`config.mk`:
```
export PLATFORM = sky130hd
export DESIGN_NAME = sr_lat_timer
export DESIGN_NICKNAME = d
export VERILOG_FILES = /design/src/rtl/sr_lat_timer.sv
export SDC_FILE = /design/constraint.sdc
export NUM_CORES = 1
export LEC_CHECK = 0
export ABC_AREA = 0
export CORE_AREA = 4 4 60 67
export DETAILED_ROUTE_END_ITERATION = 10
export DIE_AREA = 0 0 64 71
export PLACE_DENSITY = 0.74
export SETUP_SLACK_MARGIN = 0.05
export SLEW_MARGIN = 20
export SYNTH_ARGS = -nofsm -noshare
export SYNTH_HDL_FRONTEND = slang
export SYNTH_SLANG_ARGS = --single-unit
```
`constraint.sdc`:
```
create_clock -name clk -period 2.57 [get_ports clk]
set_input_delay 0.6425 -clock clk [delete_from_list [all_inputs] [get_ports clk]]
set_output_delay 0.6425 -clock clk [all_outputs]
set_load 0.005 [all_outputs]
```
`src/rtl/sr_lat_timer.sv`:
```
// Chain latency timer: armed by the writer's start strobe, counts raw clock
// cycles (saturating) and captures the elapsed count when sync is found.
module sr_lat_timer #(
  parameter int LAT_W = 16
) (
  input  logic             clk,
  input  logic             rst_n,
  input  logic             clear,
  input  logic             start,
  input  logic             capture,
  output logic [LAT_W-1:0] latency,
  output logic             latency_valid
);

  localparam logic [LAT_W-1:0] SAT = '1;

  logic             armed;
  logic [LAT_W-1:0] timer;
  logic [LAT_W-1:0] elapsed;

  // Cycles elapsed including the current edge, pinned at all-ones.
  assign elapsed = (timer == SAT) ? SAT : timer + LAT_W'(1);

  // Arm/restart on start, count while armed, capture and disarm on sync.
  always_ff @(posedge clk or negedge rst_n) begin
    if (!rst_n) begin
      armed         <= 1'b0;
      timer         <= '0;
      latency       <= '0;
      latency_valid <= 1'b0;
    end else if (clear) begin
      armed         <= 1'b0;
      timer         <= '0;
      latency       <= '0;
      latency_valid <= 1'b0;
    end else if (start) begin
      timer <= '0;
      if (capture) begin
        latency       <= '0;
        latency_valid <= 1'b1;
        armed         <= 1'b0;
      end else begin
        latency_valid <= 1'b0;
        armed         <= 1'b1;
      end
    end else if (armed) begin
      if (capture) begin
        latency       <= elapsed;
        latency_valid <= 1'b1;
        armed         <= 1'b0;
      end else begin
        timer <= elapsed;
      end
    end
  end

endmodule

```
==> flow_summary.toml, run 1 <==
[drt]
wl_mm = 3.93
vias_per_cell = 5.85
wire_per_inst_um = 15.2
drc_errors = 0
drt_iter0_drc = 80
drtPass1Iterations = 4
vias = 1510
ant_nets = 0

[timing]
whs_ns = 0.485
period_needed_ns = 2.22
setup_tns_ns = 0
tightest_slew_ns = 0.539
setup_viol = 0
relSlewSlack = 0.639
rsz0062_at_grt = "false"
fmax_ghz = 0.451
fin_skew_ns = 0.0108
hold_violations = 0
min_period_over_period = 0.863
maxSlewViolCount = 0

[layout]
layout-drive-gt1-share = 0.124
diodes = 0
area_growth_pct = 18.9
design_area_sq_um = 2140
final_common_cell = "dfrtp_1"
most-common-layout-cells = "dfrtp_1, clkdlybuf4s50_1, o21ai_0, nand2_1, a21oi_1"
layout.nets = 215
fin_util = 0.642

[cts]
htree_levels = 2
cts_sinks = 34
post_cts.repair.setup_buffers = 0
clkTransAtPathRegs_ns = 0.11
insertion_delay_ns = 0.34
cts_buffers = 5
root_buffer = "clkbuf_4"
clock_path_buffers = 2
cts_tree = "built"
ctsResizeCount = 0
holdBufCountCts = 0

[logic_synthesis]
synth_top_family_by_area = "simple AND/OR/NAND/NOR gates"
avgSynthCellArea_sq_um = 9.94
async_flop_share = 1.00
synthCells = 181
synthXorXnorAreaFrac = 0.0389
yosys_warnings = 0
synth_fp_nets = 187
synth_cell_types = 43
synthSimpleGateAreaFrac = 0.224
synth_fa_ha_area_frac = 0.00695
ys_ff_latch = 34
synthFlopType = "dfrtp_1"
yosysSeqAreaShare = 0.473
synth_compound_area_frac = 0.202
synth_enable_flop_cells = 0
synth_area_sq_um = 1800
yosys-mux-area-fraction = 0.0111

[power_and_ir_drop]
seqPwrFrac = 0.593
p_sw_mw = 0.222
ir_worst_vdd_mv = 0.286
internal_power_mw = 0.688
pwr-share-comb = 0.058
p_sw_frac = 0.244
power.density_nw_per_um2 = 425
leakage_nw = 0.961
power_frac_clock = 0.348

[floorplan]
chipWidth_um = 64
die_area_sq_um = 4540
core-area_sq_um = 3330
io_pins = 22
rows = 22
die_h_um = 71
start_util = 0.540

[place]
dp_hpwl_mm = 2.90
post_dp_cell_area_sq_um = 2080
gp_congestion = 0.898
portBuffers = 21

[global_routing]
grt_pass1_wl_mm = 6.98
grt_max_degree = 35
gr-total-overflow = 0
grt_pass1_vias = 1442
grtUsageTotal = 0.195
grt_antenna_before_repair = 0

[hold_path]
hold_depth = 2
min_path_type = "flip-flop to flip-flop"

[critical_path]
worstRegToRegCells = 7
cp-start-kind = "flip-flop"
arrival_ns = 2.46
crit_required_ns = 2.81
timing_worst_setup_path_type = "flip-flop to flip-flop"
cp-end-kind = "flip-flop"
path_max_fanout = 8

[run_status]
status = "completed"

[flow_run]
cap_violations = 0
[worst max-delay path: stages (launching register included)]
cell      delay [ns]
dfrtp_1         0.46
ha_1            0.35
nand3_4         0.16
nor4_4          0.30
buf_4           0.18
and4_1          0.36
nor3_1          0.09
a211oi_1        0.23
[power groups by stage]
stage               clock network [mW]  logic, mW  registers, mW
global placement                     0     0.0522          0.550
global route                     0.357     0.0604          0.541
detailed placement                   0     0.0540          0.550
finish                           0.317     0.0532          0.540
floorplan                            0     0.0218          0.550
CTS                              0.325     0.0542          0.540
[metal layers]
layer / vias up / part of all wire / global-route usage
met2: 40 / 0.48 / 0.302
met3: 5 / 0.047 / 0.0381
met5: - / 0 / 0
met4: 0 / 0.015 / 0.0719
met1: 737 / 0.46 / 0.270
li1: 728 / - / -
[per-stage QoR]
stage	cells	setup WS, ns	power (mW)
after CTS	258	0.347	0.919
after global routing	258	0.0810	0.958
after global placement	250	0.383	0.602
after detailed placement	250	0.270	0.604
final	258	0.352	0.910
after floorplan	181	0.701	0.572
[cells by family after synthesis]
family / after synthesis
buffers and inverters: 14
AO/OA/AOI/OAI: 57
AND/OR/NAND/NOR: 65
XOR/XNOR: 8
flip-flops: 34
adder cells (fa/ha/maj): 1
multiplexers: 2
[final cells by class]
class / count / area (sq um)
flip-flops and latches: 34 / 851
multi-input cells: 133 / 868
repair buffers: 30 / 278
clock inverters: 2 / 12.5
well taps: 48 / 60.1
clock buffers: 6 / 51.3
inverters: 5 / 18.8
fillers: 276 / 1190
[synth_stat cells (2+ instances only)]
cell type,instances,share of area
a211oi_1,5,0.021
xnor2_1,4,0.019
nand4_1,3,0.010
inv_1,5,0.010
dfrtp_1,34,0.47
and3_1,2,0.0070
a22o_1,3,0.015
clkbuf_1,4,0.0083
nand3_4,2,0.019
a21oi_1,13,0.036
a31oi_1,4,0.014
buf_6,3,0.019
nand2_1,17,0.035
nand3_1,4,0.011
nand2b_1,2,0.0070
xor2_1,4,0.019
a21o_1,5,0.021
nor4_1,2,0.0070
nor3_1,8,0.022
nor2b_1,2,0.0070
and2_1,2,0.0070
nor2_1,9,0.019
and4_1,3,0.015
a311oi_1,4,0.019
o21ai_0,18,0.050
mux2i_1,2,0.011
[worst paths after layout]
kind / from / endpoint / slack, ns
worst max-delay path: timer[1] / timer[13] / 0.35
worst min-delay path: latency[2] / latency[2] / 0.48
worst max register to register: timer[1] / timer[13] / 0.35
worst min register to register: latency[2] / latency[2] / 0.48
max in group asynchronous: rst_n / timer[15] / 1.57
min in group asynchronous: rst_n / latency[1] / 0.69
[state kept, by name, indices dropped and copies added (netlist names)]
register,count
latency,16
armed,1
latency_valid,1
timer,16
Power figures use the tool's default switching activity.
==> run 2: changes to the inputs <==
--- a/config.mk
+++ b/config.mk
@@ -10,6 +10,7 @@
 export DETAILED_ROUTE_END_ITERATION = 10
 export DIE_AREA = 0 0 64 71
 export PLACE_DENSITY = 0.74
+export REMOVE_ABC_BUFFERS = 1
 export SETUP_SLACK_MARGIN = 0.05
 export SLEW_MARGIN = 20
 export SYNTH_ARGS = -nofsm -noshare
==> flow_summary.toml, run 2 (synthesis gave the netlist of run 1 again) <==
[layout]
layout-drive-gt1-share = 0.132
top_regs = "latency (16), timer (16)"
layout.nets = 217
diodes = 0
area_growth_pct = 20.5
most-common-layout-cells = "dfrtp_1, clkdlybuf4s50_1, o21ai_0, nand2_1, a21oi_1"
fin_util = 0.651
final_common_cell = "dfrtp_1"

[drt]
ant_nets = 0
vias = 1504
wl_mm = 3.99
drtPass1Iterations = 5
wire_per_inst_um = 15.4
drc_errors = 0
drt_iter0_drc = 65
vias_per_cell = 5.78

[power_and_ir_drop]
power_frac_clock = 0.398
p_sw_mw = 0.228
seqPwrFrac = 0.547
pwr-share-comb = 0.055
ir_worst_vdd_mv = 0.432
power.density_nw_per_um2 = 456
p_sw_frac = 0.231
leakage_nw = 0.982
finalPower_mw = 0.988
internal_power_mw = 0.759

[global_routing]
grtUsageMet3 = 0.0556
grt_antenna_before_repair = 0
met2_usage = 0.323
grt_pass1_vias = 1455
grt_pass1_wl_mm = 6.81
use_met1 = 0.232
grtUsageTotal = 0.192
globalRoute.busiestLayer = "met2"
grt_max_degree = 35
gr-total-overflow = 0

[critical_path]
critPathSlowestCell = "dfrtp_1"
worstPathCellList = "ha_1, nand3_4, nor4_4, buf_4, and4_1, nor3_1, a211oi_1"
path_buf_inv = 1
cp-start-kind = "flip-flop"
crit_required_ns = 2.81
path_max_fanout = 8
cp-end-kind = "flip-flop"
critPathLaunch = "timer[0]"
slowest_delay_ns = 0.49
arrival_ns = 2.50
critPathTopFamily = "simple AND/OR/NAND/NOR gates"
r2r_end = "timer[13]"
timing_worst_setup_path_type = "flip-flop to flip-flop"
worstRegToRegCells = 7
path_depth = 7
crit_end = "timer[13]"
reg2reg_from = "timer[0]"
reg2reg_slack_ns = 0.31

[timing]
setup_viol = 0
tightest_slew_ns = 0.510
rsz0062_at_grt = "false"
setup_tns_ns = 0
maxSlewViolCount = 0
relSlewSlack = 0.657
layout_setup_ws_ns = 0.311
fmax_ghz = 0.443
whs_ns = 0.476
min_period_over_period = 0.879
period_needed_ns = 2.26
hold_violations = 0
fin_skew_ns = 0.00863

[hold_path]
hold_depth = 2
min_path_type = "flip-flop to flip-flop"

[cts]
clock_path_buffers = 2
htree_levels = 2
ctsResizeCount = 0
holdBufCountCts = 0
post_cts.repair.setup_buffers = 0
cts_sinks = 34
insertion_delay_ns = 0.35
cts_buffers = 5
clkTransAtPathRegs_ns = 0.11
root_buffer = "clkbuf_4"
cts_tree = "built"

[floorplan]
die_area_sq_um = 4540
die_h_um = 71
io_pins = 22
chipWidth_um = 64
core-area_sq_um = 3330
rows = 22
start_util = 0.540

[place]
portBuffers = 21
dp_slack_ns = 0.405
dp_hpwl_mm = 2.96
gp_congestion = 0.865

[flow_run]
cap_violations = 0

[run_status]
status = "completed"
-- run 2: cell types whose count changed in the layout (fill, tap and decap cells not counted) --
cell        change
buf_4           +2
clkinv_2        +1
bufinv_16       +1
clkbuf_8        -1
clkinvlp_4      -1
-- run 2: metrics by stage --
| step | std cells | area [sq um] |
|---|---|---|
| final | 260 | 2170 |
| after global routing | 260 | 2170 |
| after CTS | 260 | 2170 |
| after detailed placement | 252 | 2090 |
| after global placement | 252 | 2090 |
| after floorplan | 172 | 1740 |
-- run 2: tightest hold or removal path, delay by kind of cell, from the launching register on --
family | cells | cell delay (ns)
flip-flops | 1 | 0.36
AND/OR/NAND/NOR | 2 | 0.10
-- run 2: how the worst min path moves through the flow --
stage / startpoint / end / slack [ns]
finish: latency[10] / latency[10] / 0.48
global route: latency[7] / latency[7] / 0.50
CTS: latency[10] / latency[10] / 0.48
detailed placement: latency[7] / latency[7] / 0.46
global placement: latency[2] / latency[2] / 0.45
floorplan: rst_n / armed / 0.35
-- run 2: layout make-up --
cell class | count | area, sq um
fillers | 273 | 1160
multi-input cells | 133 | 868
flip-flops and latches | 34 | 851
repair buffers | 32 | 293
well taps | 48 | 60.1
clock inverters | 3 | 40.0
clock buffers | 5 | 37.5
inverters | 5 | 18.8
-- run 2: power groups by stage --
stage | Combinational, mW | Clock, mW | Sequential (mW)
detailed placement | 0.0555 | 0 | 0.551
floorplan | 0.0179 | 0 | 0.550
finish | 0.0545 | 0.393 | 0.540
global placement | 0.0539 | 0 | 0.550
CTS | 0.0558 | 0.400 | 0.540
global route | 0.0611 | 0.423 | 0.541
-- run 2: metal layers --
layer	vias to the layer above	routed length, um
met5	-	0
met3	6	203
met4	0	62
met1	730	1720
li1	727	-
met2	41	2000
